### src/rtl/ceres_prog_ctrl.sv
// Serial programming controller. It hunts the UART byte stream for a magic
// word and then reads a little-endian word count. Image words are written to
// memory through a req/gnt port while the core is held in reset.
module ceres_prog_ctrl #(
  parameter logic [31:0] MAGIC       = 32'h4345_5253,
  parameter logic [31:0] BASE_ADDR   = 32'h8000_0000,
  parameter int unsigned MAX_WORDS   = 65536,
  parameter int unsigned TIMEOUT_CYC = 1_000_000
) (
  input  logic        clk_i,
  input  logic        rst_i,
  input  logic        rx_valid_i,
  input  logic [7:0]  rx_data_i,
  output logic        mem_req_o,
  output logic [31:0] mem_addr_o,
  output logic [31:0] mem_wdata_o,
  input  logic        mem_gnt_i,
  output logic        prog_mode_o,
  output logic        core_rst_o,
  output logic        done_o,
  output logic        err_o
);
  localparam int TW = $clog2(TIMEOUT_CYC + 1);
  localparam logic [TW-1:0] TMO_LAST = TW'(TIMEOUT_CYC - 1);
  localparam logic [TW-1:0] TMO_MAX  = TW'(TIMEOUT_CYC);

  typedef enum logic [1:0] {S_HUNT, S_LEN, S_DATA, S_DONE} state_t;

  state_t        state_q, state_d;
  logic [31:0]   sr_q, sr_d, cnt_q, cnt_d, asm_q, asm_d, idx_q, idx_d;
  logic [1:0]    bidx_q, bidx_d;
  logic          last_q, last_d;   // the pending request carries the final word
  logic [TW-1:0] tmo_q, tmo_d;
  logic          req_q, req_d, prog_q, prog_d, crst_q, crst_d, done_q, done_d, err_q, err_d;
  logic [31:0]   addr_q, addr_d, wdata_q, wdata_d;

  logic [31:0]   shifted, len_word, data_word;
  logic          is_last, tmo_exp, go_done, go_err;

  // Next-state logic: byte hunting, length/data assembly, handshake, timeout
  always_comb begin
    state_d = state_q;  sr_d = sr_q;  cnt_d = cnt_q;  asm_d = asm_q;
    idx_d = idx_q;  bidx_d = bidx_q;  last_d = last_q;  tmo_d = '0;
    req_d = req_q;  addr_d = addr_q;  wdata_d = wdata_q;
    prog_d = prog_q;  crst_d = crst_q;  done_d = 1'b0;  err_d = err_q;
    go_done = 1'b0;  go_err = 1'b0;

    shifted   = {sr_q[23:0], rx_data_i};
    len_word  = {rx_data_i, cnt_q[31:8]};
    data_word = {rx_data_i, asm_q[31:8]};
    is_last   = (idx_q == cnt_q - 32'd1);
    // a byte arriving in the expiry cycle wins over the timeout
    tmo_exp   = !rx_valid_i && (tmo_q >= TMO_LAST);

    if (state_q == S_LEN || state_q == S_DATA)
      tmo_d = rx_valid_i ? '0 : ((tmo_q == TMO_MAX) ? tmo_q : tmo_q + TW'(1));

    case (state_q)
      S_HUNT: begin
        if (rx_valid_i) begin
          sr_d = shifted;
          if (shifted == MAGIC) begin
            state_d = S_LEN;
            prog_d  = 1'b1;
            crst_d  = 1'b1;
            err_d   = 1'b0;
            sr_d    = '0;
            cnt_d   = '0;
            bidx_d  = '0;
          end
        end
      end
      S_LEN: begin
        if (rx_valid_i) begin
          cnt_d  = len_word;
          bidx_d = bidx_q + 2'd1;
          if (bidx_q == 2'd3) begin
            if (len_word == 32'd0)                go_done = 1'b1;
            else if (len_word > 32'(MAX_WORDS))   go_err  = 1'b1;
            else begin
              state_d = S_DATA;
              idx_d   = '0;
              last_d  = 1'b0;
            end
          end
        end else if (tmo_exp) begin
          go_err = 1'b1;
        end
      end
      S_DATA: begin
        if (req_q && mem_gnt_i && is_last) begin
          go_done = 1'b1;
        end else begin
          if (req_q && mem_gnt_i) begin
            req_d = 1'b0;
            idx_d = idx_q + 32'd1;
          end
          // bytes beyond the final word are dropped
          if (rx_valid_i && !last_q) begin
            asm_d  = data_word;
            bidx_d = bidx_q + 2'd1;
            if (bidx_q == 2'd3) begin
              if (req_q) go_err = 1'b1;  // second word done while first still waits
              else begin
                req_d   = 1'b1;
                wdata_d = data_word;
                addr_d  = BASE_ADDR + {idx_q[29:0], 2'b00};
                last_d  = is_last;
              end
            end
          end else if (tmo_exp && (!req_q || mem_gnt_i)) begin
            // an outstanding request finishes its handshake first
            go_err = 1'b1;
          end
        end
      end
      S_DONE: begin
        state_d = S_HUNT;
        prog_d  = 1'b0;
        crst_d  = 1'b0;
      end
      default: state_d = S_HUNT;
    endcase

    if (go_done) begin
      state_d = S_DONE;
      done_d  = 1'b1;
      req_d   = 1'b0;
    end
    // core_rst stays high so a partial image never runs
    if (go_err) begin
      state_d = S_HUNT;
      err_d   = 1'b1;
      prog_d  = 1'b0;
      req_d   = 1'b0;
      sr_d    = '0;
    end
  end

  // State and registered outputs, synchronous reset
  always_ff @(posedge clk_i) begin
    if (rst_i) begin
      state_q <= S_HUNT;  sr_q <= '0;  cnt_q <= '0;  asm_q <= '0;  idx_q <= '0;
      bidx_q <= '0;  last_q <= 1'b0;  tmo_q <= '0;
      req_q <= 1'b0;  addr_q <= '0;  wdata_q <= '0;
      prog_q <= 1'b0;  crst_q <= 1'b0;  done_q <= 1'b0;  err_q <= 1'b0;
    end else begin
      state_q <= state_d;  sr_q <= sr_d;  cnt_q <= cnt_d;  asm_q <= asm_d;  idx_q <= idx_d;
      bidx_q <= bidx_d;  last_q <= last_d;  tmo_q <= tmo_d;
      req_q <= req_d;  addr_q <= addr_d;  wdata_q <= wdata_d;
      prog_q <= prog_d;  crst_q <= crst_d;  done_q <= done_d;  err_q <= err_d;
    end
  end

  assign mem_req_o   = req_q;
  assign mem_addr_o  = addr_q;
  assign mem_wdata_o = wdata_q;
  assign prog_mode_o = prog_q;
  assign core_rst_o  = crst_q;
  assign done_o      = done_q;
  assign err_o       = err_q;
endmodule

### config.mk
export PLATFORM = sky130hd
export DESIGN_NAME = ceres_prog_ctrl
export DESIGN_NICKNAME = d
export VERILOG_FILES = /design/src/rtl/ceres_prog_ctrl.sv
export SDC_FILE = /design/constraint.sdc
export NUM_CORES = 1
export LEC_CHECK = 0
export ABC_AREA = 1
export CORE_MARGIN = 4
export CORE_UTILIZATION = 43
export CTS_CLUSTER_DIAMETER = 120
export DETAILED_ROUTE_END_ITERATION = 7
export PLACE_DENSITY = 0.63
export SKIP_LAST_GASP = 1
export SYNTH_ARGS = -nofsm -noshare
export SYNTH_HDL_FRONTEND = slang
export SYNTH_SLANG_ARGS = --single-unit
export TNS_END_PERCENT = 100
### constraint.sdc
create_clock -name clk_i -period 2.5 [get_ports clk_i]
set_input_delay 0.5 -clock clk_i [delete_from_list [all_inputs] [get_ports clk_i]]
set_output_delay 0.5 -clock clk_i [all_outputs]
set_load 0.02 [all_outputs]
==> results of run 1 <==
path summary, 6_finish.rpt:
| kind | from | to | slack [ns] | cells past startpoint |
|---|---|---|---|---|
| min | rst_i | tmo_q[19] | 0.46 | 4 |
| max reg2reg | cnt_q[0] | asm_q[19] | -0.09 | 17 |
| min reg2reg | asm_q[11] | asm_q[11] | 0.48 | 2 |
| max | cnt_q[0] | asm_q[19] | -0.09 | 17 |
per-stage QoR:
step                cell area (um2)  cells  TNS [ns]  power [uW]  utilization (%)
floorplan                     11000   1667         0        3470                -
global placement              12800   2113    -10.45        3560             50.9
detailed placement            12800   2113    -15.62        3560             50.9
CTS                           13700   2161         0        7070             54.6
global route                  14200   2169    -11.40        7260             56.7
finish                        14200   2169     -1.01        7000             56.7
power by group:
| part | switching (uW) | internal (uW) | total, uW |
|---|---|---|---|
| sequential | 9.93 | 3260 | 3270 |
| combinational | 144 | 88.8 | 233 |
| clock | 1440 | 2050 | 3490 |
| total | 1590 | 5400 | 7000 |
cell usage in the layout, fill, tap and decap left out, types with 5 or more instances in the layout:
cell,synthesis,final
sky130_fd_sc_hd__a21oi_1,122,103
sky130_fd_sc_hd__a21oi_2,0,19
sky130_fd_sc_hd__buf_12,2,12
sky130_fd_sc_hd__buf_4,7,99
sky130_fd_sc_hd__clkbuf_16,0,27
sky130_fd_sc_hd__clkbuf_8,0,6
sky130_fd_sc_hd__clkdlybuf4s50_1,0,77
sky130_fd_sc_hd__clkinv_2,0,5
sky130_fd_sc_hd__dfxtp_1,204,195
sky130_fd_sc_hd__dfxtp_2,0,8
sky130_fd_sc_hd__ha_1,10,9
sky130_fd_sc_hd__inv_1,201,199
sky130_fd_sc_hd__inv_2,6,6
sky130_fd_sc_hd__nand2_1,368,336
sky130_fd_sc_hd__nand2_2,8,27
sky130_fd_sc_hd__nand2_4,2,13
sky130_fd_sc_hd__nand3_1,58,56
sky130_fd_sc_hd__nand3b_1,8,8
sky130_fd_sc_hd__nand4_1,27,27
sky130_fd_sc_hd__nor2_1,274,244
sky130_fd_sc_hd__nor2_2,11,26
sky130_fd_sc_hd__nor2_4,23,38
sky130_fd_sc_hd__nor3_1,43,40
sky130_fd_sc_hd__nor4_1,19,19
sky130_fd_sc_hd__o21ai_0,98,96
sky130_fd_sc_hd__o21ai_1,4,5
sky130_fd_sc_hd__o22ai_1,32,32
sky130_fd_sc_hd__xnor2_1,17,16
sky130_fd_sc_hd__xor2_1,34,33
worst max-delay path: stages, from the launching register on:
cell	delay (ns)
sky130_fd_sc_hd__dfxtp_2	0.34
sky130_fd_sc_hd__inv_4	0.08
sky130_fd_sc_hd__ha_4	0.18
sky130_fd_sc_hd__nand2_8	0.08
sky130_fd_sc_hd__nor2_4	0.17
sky130_fd_sc_hd__buf_12	0.13
sky130_fd_sc_hd__nand4_1	0.19
sky130_fd_sc_hd__nand3_1	0.15
sky130_fd_sc_hd__nand2_1	0.06
sky130_fd_sc_hd__nor2_1	0.09
sky130_fd_sc_hd__nand3_1	0.11
sky130_fd_sc_hd__nor2_2	0.13
sky130_fd_sc_hd__nand3_2	0.11
sky130_fd_sc_hd__buf_6	0.14
sky130_fd_sc_hd__nand3_4	0.15
sky130_fd_sc_hd__clkbuf_16	0.22
sky130_fd_sc_hd__nand2_1	0.06
sky130_fd_sc_hd__a21oi_1	0.12
per-layer routing:
metal	global-route usage [%]	part of all wire [%]	up-vias
met5	0	0	-
met4	4.52	1.8	0
met3	3.09	6.0	48
met2	34.9	44	273
met1	32.1	48	4960
li1	-	-	5616
cell type report:
cell class,count,area (um2)
Fill cell,2424,10900
Clock buffer,33,694
Multi-Input combinational cell,1182,6190
Tap cell,330,413
Clock inverter,11,103
Inverter,209,795
Sequential cell,204,4100
Timing Repair Buffer,200,1950
timing repair:
action / CTS / global route
hold endpoints to repair: 0 / 0
buffers inserted: 3 / 5
endpoints found under the setup margin: 86 / 90
pin swaps: 3 / 21
gates resized for setup: 20 / 129
gates cloned: 1 / 3
logic make-up (layout without fill, tap and decap cells):
group,count (synthesis),in the layout,share of synthesized area (%)
buffers and inverters,281,453,10.3
muxes,1,1,0.103
DFF,204,204,37.3
AOI/OAI and AO/OA,267,267,12.8
adders and majority gates,10,10,1.14
and+or+nand+nor,851,851,34.2
xor gates and xnor gates,51,51,4.08
other,1,2,0.0342
flip-flops by register name (all words and copies together), names as in the netlist:
| register | flops |
|---|---|
| bidx_q | 2 |
| core_rst_o | 1 |
| mem_wdata_o | 32 |
| done_o | 1 |
| last_q | 1 |
| err_o | 1 |
| prog_mode_o | 1 |
| sr_q | 24 |
| tmo_q | 20 |
| idx_q | 32 |
| cnt_q | 32 |
| state_q | 2 |
| asm_q | 24 |
| mem_addr_o | 30 |
| mem_req_o | 1 |
==> flow_metrics.py, run 1 <==
metrics = {
    "clocking": {
        "cts_made_buffers": 24,
        "htreeDepth": 1,
        "clock_tree.root_cell": "sky130_fd_sc_hd__clkbuf_16",
        "clkTransAtPathRegs_ns": 0.06,
        "max-clock-path-buffers": 3,
        "clk_latency_ns": 0.53,
        "total_of_hold_buffers_inserted_after_clock_tree_synthesis": 0,
        "clock_sinks": 204,
        "cts_tree": "yes",
    },
    "timing": {
        "worst_slew_pin_slew_ns": 0.700,
        "setup_ws_ns": -0.0932,
        "period_share_pct": 104,
        "worst_clock_skew_ns": 0.00907,
        "fin_crit_ns": 2.59,
        "finalHoldViolations": 0,
        "timing_max_transition_violations_final": 0,
        "rsz0062_at_grt": "true",
        "slew_limit_headroom_pct": 53.3,
        "fmax_mhz": 386,
        "hold_ws_ns": 0.463,
        "final-setup-viol-count": 26,
    },
    "grt": {
        "maximum_number_of_pins_on_one_net_before_global_route_repair": 64,
        "grt_antenna_before_repair": 0,
        "grt_first_pass_wirelength_mm": 51.6,
        "grt_remaining_overflow": 0,
        "first_global_vias": 10100,
        "track_usage_pct": 22.0,
    },
    "synth": {
        "synth.top_cell.area_share_pct": 37.3,
        "synth_enable_flop_cells": 0,
        "ys_ff_latch": 204,
        "yosys-top-cells-area": "sky130_fd_sc_hd__dfxtp_1 37%, sky130_fd_sc_hd__nand2_1 13%, sky130_fd_sc_hd__nor2_1 9.4%, sky130_fd_sc_hd__inv_1 6.9%, sky130_fd_sc_hd__a21oi_1 5.6%",
        "sequential_fraction_of_the_synthesis_area_pct": 37.3,
        "syn-instance-count": 1666,
        "synth-warning-count": 0,
        "synthMostInstantiatedCell": "sky130_fd_sc_hd__nand2_1",
        "post_synth_top_flop": "sky130_fd_sc_hd__dfxtp_1",
        "synth.lib_cells_used.distinct": 42,
        "netlist.top_cell.by_area": "sky130_fd_sc_hd__dfxtp_1",
        "synth.top_cells.by_count": "368 x sky130_fd_sc_hd__nand2_1, 274 x sky130_fd_sc_hd__nor2_1, 204 x sky130_fd_sc_hd__dfxtp_1, 201 x sky130_fd_sc_hd__inv_1, 122 x sky130_fd_sc_hd__a21oi_1",
        "netlist_area_um2": 11000,
        "postSynthAreaPerCell_um2": 6.58,
        "asyncSetResetFlopFracSynth_pct": 0,
    },
    "layout": {
        "layout-area-overhead-vs-synth_pct": 30.0,
        "ant_diodes": 0,
        "finalNetCount": 1843,
        "post_route_cells_drive_above_1_share_pct": 17.6,
    },
    "status": {
        "violations_in_the_final_reports": "setup timing",
        "outcome": "finished with violations",
    },
    "floorplanning": {
        "design.die.area_um2": 28100,
        "ioPinCount": 81,
        "chipHeight_um": 168,
        "core.rowCount": 58,
        "initial_utilization_pct": 43.6,
        "core_area_um2": 25100,
        "die_width_um": 168,
    },
    "job": {
        "max_cap_viol_count": 0,
    },
    "setup_path": {
        "critical_path.endpoint_type": "register",
        "cp_data_arrival_time_ns": 3.04,
        "cp_max_fo": 8,
        "worst_setup_path_start_kind": "register",
        "setup_crit_path_kind": "reg -> reg",
        "crit_required_ns": 2.95,
    },
    "power": {
        "p_leak_uw": 0.00555,
        "maximum_ir_drop_on_the_vdd_rail_v": 0.000417,
        "power_density_nw_per_um2": 491,
    },
    "placement": {
        "globalplace.congestion": 0.940,
        "placement.io_buffers": 78,
        "hpwlAfterDp_mm": 23.6,
        "place_ws_ns": -0.233,
    },
    "route": {
        "detail_route.drc_violations": 0,
        "detail-route-antenna-nets": 0,
        "vias": 10900,
        "via_per_inst": 5.02,
        "wl_mm": 32.3,
        "routed_wire_length_per_instance_um": 14.9,
        "first_pass_iters": 5,
        "drt-initial-drc-count": 721,
    },
    "min_path": {
        "min-delay-path-class": "in -> reg",
    },
}
Note: power is estimated with default switching activity, not from simulation.
==> inputs of run 2 (changes only) <==
--- a/config.mk
+++ b/config.mk
@@ -5,7 +5,6 @@
 export SDC_FILE = /design/constraint.sdc
 export NUM_CORES = 1
 export LEC_CHECK = 0
-export ABC_AREA = 1
 export CORE_MARGIN = 4
 export CORE_UTILIZATION = 43
 export CTS_CLUSTER_DIAMETER = 120
==> flow_metrics.py, run 2 <==
metrics = {
    "status": {
        "outcome": "finished with violations",
        "violations_in_the_final_reports": "setup timing",
    },
    "route": {
        "vias": 9557,
        "wl_met1_mm": 13.7,
        "detail_route.drc_violations": 0,
        "first_pass_iters": 5,
        "highest_layer": "met4",
        "dr_wl_met3_mm": 1.34,
        "detail-route-antenna-nets": 0,
        "drt-initial-drc-count": 565,
        "dr_wl_met2_mm": 13.6,
        "via_per_inst": 5.45,
        "wl_mm": 29.2,
        "routed_wire_length_per_instance_um": 16.7,
    },
    "synth": {
        "postSynthAreaPerCell_um2": 8.08,
        "synth.lib_cells_used.distinct": 79,
        "yosys-top-cells-area": "sky130_fd_sc_hd__dfxtp_1 42%, sky130_fd_sc_hd__nand2_1 8.4%, sky130_fd_sc_hd__a21oi_1 6.6%, sky130_fd_sc_hd__nor2_1 4.5%, sky130_fd_sc_hd__mux2i_1 3.1%",
        "sequential_fraction_of_the_synthesis_area_pct": 42.2,
        "post_synth_top_flop": "sky130_fd_sc_hd__dfxtp_1",
        "synth.top_cell.area_share_pct": 42.2,
        "synthMostInstantiatedCell": "sky130_fd_sc_hd__nand2_1",
        "synth-warning-count": 0,
        "ys_ff_latch": 204,
        "netlist_area_um2": 9680,
        "synth_enable_flop_cells": 0,
        "synth.top_cells.by_count": "216 x sky130_fd_sc_hd__nand2_1, 204 x sky130_fd_sc_hd__dfxtp_1, 127 x sky130_fd_sc_hd__a21oi_1, 117 x sky130_fd_sc_hd__nor2_1, 64 x sky130_fd_sc_hd__clkbuf_1",
        "netlist.top_cell.by_area": "sky130_fd_sc_hd__dfxtp_1",
        "asyncSetResetFlopFracSynth_pct": 0,
        "syn-instance-count": 1198,
    },
    "floorplanning": {
        "core_area_um2": 22000,
        "initial_utilization_pct": 44.1,
        "ioPinCount": 81,
        "design.die.area_um2": 25000,
        "die_width_um": 158,
        "chipHeight_um": 158,
        "core.rowCount": 54,
    },
    "layout": {
        "postLayoutCellArea_um2": 13600,
        "finalNetCount": 1479,
        "layout_common_cells": "215 x sky130_fd_sc_hd__nand2_1, 212 x sky130_fd_sc_hd__buf_4, 202 x sky130_fd_sc_hd__dfxtp_1, 114 x sky130_fd_sc_hd__nor2_1, 112 x sky130_fd_sc_hd__a21oi_1",
        "ant_diodes": 0,
        "post_route_cells_drive_above_1_share_pct": 24.5,
        "post_route_insts_no_fill": 1752,
        "layout-area-overhead-vs-synth_pct": 41.0,
        "final_util_pct": 62.1,
        "most_frequent_standard_cell_in_the_layout_excluding_fill_and_tap_cells": "sky130_fd_sc_hd__nand2_1",
    },
    "clocking": {
        "htreeDepth": 1,
        "clock_sinks": 204,
        "clock_tree.root_cell": "sky130_fd_sc_hd__clkbuf_16",
        "total_of_hold_buffers_inserted_after_clock_tree_synthesis": 0,
        "clk_latency_ns": 0.52,
        "max-clock-path-buffers": 3,
        "cts_made_buffers": 23,
        "cts_tree": "yes",
        "clkTransAtPathRegs_ns": 0.06,
    },
    "placement": {
        "globalplace.congestion": 0.952,
        "hpwlAfterDp_mm": 20.2,
        "placement.io_buffers": 78,
        "placed_cells_incl_taps": 1696,
        "detailed_place.area_um2": 12300,
    },
    "setup_path": {
        "crit_required_ns": 2.94,
        "setup.reg_to_reg.worst_slack_ns": -0.96,
        "setup_crit_path_kind": "reg -> reg",
        "cp_data_arrival_time_ns": 3.90,
        "critical_path.endpoint_type": "register",
        "cp_max_fo": 12,
        "worst_setup_path_start_kind": "register",
    },
    "power": {
        "p_sw_uw": 1510,
        "maximum_ir_drop_on_the_vdd_rail_v": 0.000614,
        "netSwitchingFraction_pct": 22.0,
        "internal_power_uw": 5360,
        "sequentialPowerShare_pct": 47.6,
        "power_density_nw_per_um2": 504,
        "p_clk_share_pct": 49.8,
        "share_comb_of_total_power_pct": 2.6,
        "p_leak_uw": 0.00523,
    },
    "timing": {
        "final-setup-viol-count": 89,
        "worst_clock_skew_ns": 0.0165,
        "fin_crit_ns": 3.46,
        "rsz0062_at_grt": "true",
        "timing_max_transition_violations_final": 0,
        "setup_ws_ns": -0.959,
        "fmax_mhz": 289,
        "hold_ws_ns": 0.364,
        "period_share_pct": 138,
        "worst_slew_pin_slew_ns": 0.792,
        "slew_limit_headroom_pct": 47.2,
        "finalHoldViolations": 0,
    },
    "grt": {
        "first_global_vias": 8864,
        "maximum_number_of_pins_on_one_net_before_global_route_repair": 80,
        "grt_first_pass_wirelength_mm": 45.3,
        "grt_remaining_overflow": 0,
        "track_usage_pct": 22.3,
        "grt_antenna_before_repair": 0,
    },
    "job": {
        "max_cap_viol_count": 0,
    },
    "min_path": {
        "min-delay-path-class": "in -> reg",
    },
}
==> run 2: changes by cell type after synthesis, sizes merged, moves of 30 or more <==
cell,before,now
o22ai,32,2
mux2i,0,30
o21ai,102,28
a22oi,0,32
nand2,378,217
inv,207,12
nor2,308,117
==> run 2: kinds of logic (layout without fill, tap and decap cells) <==
| family | Yosys count | after routing | share of synthesized area [%] |
|---|---|---|---|
| AND/OR/NAND/NOR | 560 | 560 | 28.6 |
| multiplexers | 31 | 31 | 3.22 |
| flip-flops | 204 | 204 | 42.2 |
| XOR/XNOR | 58 | 58 | 5.25 |
| buffers and inverters | 95 | 368 | 4.16 |
| AO/OA/AOI/OAI | 239 | 239 | 15.2 |
| adder cells (fa/ha/maj) | 10 | 10 | 1.29 |
| other | 1 | 2 | 0.0388 |
==> run 2: through the flow <==
step                worst slack, ns  setup TNS, ns  power [uW]
finish                       -0.959         -78.06        6870
global route                  -1.08         -88.42        7090
CTS                          -0.834         -68.32        6940
detailed placement            -1.00         -91.12        3520
global placement             -0.966         -88.16        3520
floorplan                    -0.699         -47.10        3420
==> run 2: final cells by class <==
| cell class | count | area [um2] |
|---|---|---|
| Clock buffer | 30 | 642 |
| Inverter | 13 | 48.8 |
| Fill cell | 1909 | 8320 |
| Timing Repair Buffer | 315 | 2840 |
| Tap cell | 280 | 350 |
| Clock inverter | 10 | 124 |
| Sequential cell | 204 | 4090 |
| Multi-Input combinational cell | 900 | 5550 |
==> run 2: final timing paths <==
kind,from,endpoint,cells past startpoint
worst max register to register,cnt_q[0],idx_q[18],14
worst min register to register,mem_addr_o[11],mem_addr_o[11],2
worst min-delay path,rst_i,cnt_q[1],2
worst max-delay path,cnt_q[0],idx_q[18],14
==> run 2: power by group through the flow <==
stage	clock network [uW]	logic, uW	registers [uW]
after floorplan	0	79.5	3340
after global placement	0	175	3340
after detailed placement	0	176	3340
after CTS	3500	180	3270
after global routing	3620	196	3270
final	3420	182	3270
==> run 2: per-layer routing <==
layer,vias to the layer above,track usage (%)
li1,4743,-
met1,4523,31.8
met2,244,35.9
met3,47,2.87
met4,0,5.24
met5,-,0
==> run 2: worst max-delay path, cell delays in order (launching register included) <==
cell                        delay, ns
sky130_fd_sc_hd__dfxtp_2         0.34
sky130_fd_sc_hd__inv_2           0.06
sky130_fd_sc_hd__ha_4            0.11
sky130_fd_sc_hd__or3b_4          0.41
sky130_fd_sc_hd__nor3_4          0.30
sky130_fd_sc_hd__nand2_4         0.13
sky130_fd_sc_hd__or4_4           0.44
sky130_fd_sc_hd__o21ai_4         0.17
sky130_fd_sc_hd__nand3_4         0.10
sky130_fd_sc_hd__or4_4           0.57
sky130_fd_sc_hd__a21boi_4        0.18
sky130_fd_sc_hd__buf_6           0.17
sky130_fd_sc_hd__clkbuf_16       0.19
sky130_fd_sc_hd__o21ai_2         0.08
sky130_fd_sc_hd__a21oi_2         0.12
==> run 2: timing repair <==
item	in CTS	in global routing
resized for setup	34	40
setup endpoints to repair	106	122
setup buffers	10	2
cloned	2	4
pin swaps	7	26
==> inputs of run 3 (changes only) <==
--- a/config.mk
+++ b/config.mk
@@ -6,12 +6,12 @@
 export NUM_CORES = 1
 export LEC_CHECK = 0
 export CORE_MARGIN = 4
-export CORE_UTILIZATION = 43
+export CORE_UTILIZATION = 42
 export CTS_CLUSTER_DIAMETER = 120
 export DETAILED_ROUTE_END_ITERATION = 7
-export PLACE_DENSITY = 0.63
+export PLACE_DENSITY = 0.62
 export SKIP_LAST_GASP = 1
 export SYNTH_ARGS = -nofsm -noshare
 export SYNTH_HDL_FRONTEND = slang
 export SYNTH_SLANG_ARGS = --single-unit
-export TNS_END_PERCENT = 100
+export TNS_END_PERCENT = 20
==> flow_metrics.py, run 3 (synthesized netlist as in run 2, its figures left out) <==
metrics = {
    "layout": {
        "post_route_insts_no_fill": 1770,
        "layout_fillers": 2054,
        "layout_common_cells": "236 x sky130_fd_sc_hd__buf_4, 216 x sky130_fd_sc_hd__nand2_1, 202 x sky130_fd_sc_hd__dfxtp_1, 126 x sky130_fd_sc_hd__a21oi_1, 116 x sky130_fd_sc_hd__nor2_1",
        "total_area_of_multi_input_combinational_cells_um2": 5370,
        "finalNetCount": 1494,
        "most_frequent_standard_cell_in_the_layout_excluding_fill_and_tap_cells": "sky130_fd_sc_hd__buf_4",
        "layout-area-overhead-vs-synth_pct": 39.7,
        "post_route_cells_drive_above_1_share_pct": 23.0,
        "ant_diodes": 0,
        "regArea_um2": 4090,
        "final_util_pct": 59.7,
    },
    "setup_path": {
        "critical_path.cell_chain": "inv_2, ha_4, or3b_4, nor3_4, buf_6, nand2_8, buf_4, o311ai_1, o21ai_4, nand3_2, buf_4, nor4_4, buf_6, a31oi_4, clkbuf_16, mux2i_1, nor2_1",
        "worst-path-buf-inv": 6,
        "worst_setup_path_startpoint": "cnt_q[0]",
        "worst_path_dominant_cell_family": "simple AND/OR/NAND/NOR gates",
        "cp_data_arrival_time_ns": 3.85,
        "setup_crit_path_kind": "reg -> reg",
        "reg2reg_from": "cnt_q[0]",
        "slowest_stage": "sky130_fd_sc_hd__o311ai_1",
        "worst_setup_path_start_kind": "register",
        "cp_max_fo": 7,
        "cp_slowest_stage_delay_ns": 0.42,
        "critical_path.endpoint_type": "register",
        "crit_required_ns": 2.89,
    },
    "route": {
        "dr_wl_met3_mm": 1.38,
        "drt-initial-drc-count": 607,
        "routed_wire_length_per_instance_um": 16.6,
        "detail-route-antenna-nets": 0,
        "via_per_inst": 5.44,
        "detail_route.drc_violations": 0,
        "wl_mm": 29.3,
        "first_pass_iters": 8,
        "highest_layer": "met4",
        "dr_wl_met2_mm": 14.1,
        "vias": 9621,
        "wl_met1_mm": 13.0,
    },
    "timing": {
        "period_share_pct": 139,
        "fmax_mhz": 289,
        "timing_max_transition_violations_final": 0,
        "worst_slew_pin_slew_ns": 0.599,
        "setup_total_negative_slack_ns": -75.82,
        "worst_clock_skew_ns": 0.0124,
        "finalHoldViolations": 0,
        "slew_limit_headroom_pct": 59.9,
        "fin_crit_ns": 3.46,
        "setup_ws_ns": -0.963,
        "rsz0062_at_grt": "true",
        "final-setup-viol-count": 122,
    },
    "clocking": {
        "clkTransAtPathRegs_ns": 0.06,
        "clock_tree.root_cell": "sky130_fd_sc_hd__clkbuf_16",
        "total_of_hold_buffers_inserted_after_clock_tree_synthesis": 0,
        "max-clock-path-buffers": 3,
        "cts_tree": "yes",
        "clk_latency_ns": 0.52,
        "htreeDepth": 1,
        "cts_made_buffers": 23,
        "clock_sinks": 204,
    },
    "floorplanning": {
        "initial_utilization_pct": 42.7,
        "ioPinCount": 81,
        "core.rowCount": 55,
        "die_width_um": 160,
        "core_area_um2": 22600,
        "design.die.area_um2": 25500,
        "chipHeight_um": 160,
    },
    "grt": {
        "maximum_number_of_pins_on_one_net_before_global_route_repair": 64,
        "grt_remaining_overflow": 0,
        "grt_first_pass_wirelength_mm": 46.9,
        "first_global_vias": 9379,
        "track_usage_pct": 21.8,
        "grt_antenna_before_repair": 0,
    },
    "status": {
        "violations_in_the_final_reports": "setup timing",
        "outcome": "finished with violations",
    },
    "power": {
        "power_density_nw_per_um2": 507,
        "p_leak_uw": 0.00521,
        "maximum_ir_drop_on_the_vdd_rail_v": 0.000461,
    },
    "placement": {
        "globalplace.congestion": 0.948,
        "placement.io_buffers": 78,
        "hpwlAfterDp_mm": 20.3,
        "placed_cells_incl_taps": 1716,
        "place_ws_ns": -1.05,
    },
    "min_path": {
        "timing.hold.worst.start": "rst_i",
        "min-delay-path-class": "in -> reg",
    },
    "job": {
        "max_cap_viol_count": 0,
    },
}
-- run 3: stage by stage --
step	power (uW)	hold slack (ns)	instance area (um2)
after global placement	3520	0.436	12400
after global routing	7070	0.418	13500
final	6850	0.407	13500
after floorplan	3420	0.427	9710
after detailed placement	3520	0.444	12400
after CTS	6930	0.401	13200
-- run 3: layer usage --
layer	vias to the layer above	global-route usage, %
met4	0	6.45
met1	4573	28.2
met2	227	37.6
met3	53	3.35
met5	-	0
li1	4768	-
-- run 3: where the power goes --
group,internal [uW],total (uW),switching (uW),leakage [uW]
clock network,2050,3400,1340,0.000380
registers,3260,3270,6.67,0.00165
logic,71.3,181,109,0.00319
total,5390,6850,1460,0.00521
-- run 3: repair_timing --
| action | CTS | global route |
|---|---|---|
| pin swaps | 1 | 14 |
| cloned | 2 | 5 |
| endpoints found under the hold margin | 0 | 0 |
| endpoints found under the setup margin | 112 | 122 |
| gates resized for setup | 6 | 24 |
| buffers inserted | 3 | 6 |
-- run 3: area by class of cell --
cell class	count	share of cell area [%]
inverter	13	0.361
timing repair buffer	330	21.3
clock buffer	35	5.26
multi-input combinational	900	39.8
clock inverter	3	0.407
tap	285	2.64
sequential	204	30.3
-- run 3: worst reg2reg max path, delay by kind of cell (launching register included) --
kind | cells | cell delay [ns]
AO/OA/AOI/OAI | 3 | 0.87
adder cells (fa/ha/maj) | 1 | 0.11
buffers and inverters | 6 | 0.82
multiplexers | 1 | 0.24
AND/OR/NAND/NOR | 6 | 0.92
flip-flops | 1 | 0.36
-- run 3: worst paths after layout --
check,to,slack (ns),cells past startpoint
max,asm_q[24],-0.96,17
min,cnt_q[24],0.41,2
max reg2reg,asm_q[24],-0.96,17
min reg2reg,mem_wdata_o[0],0.45,2
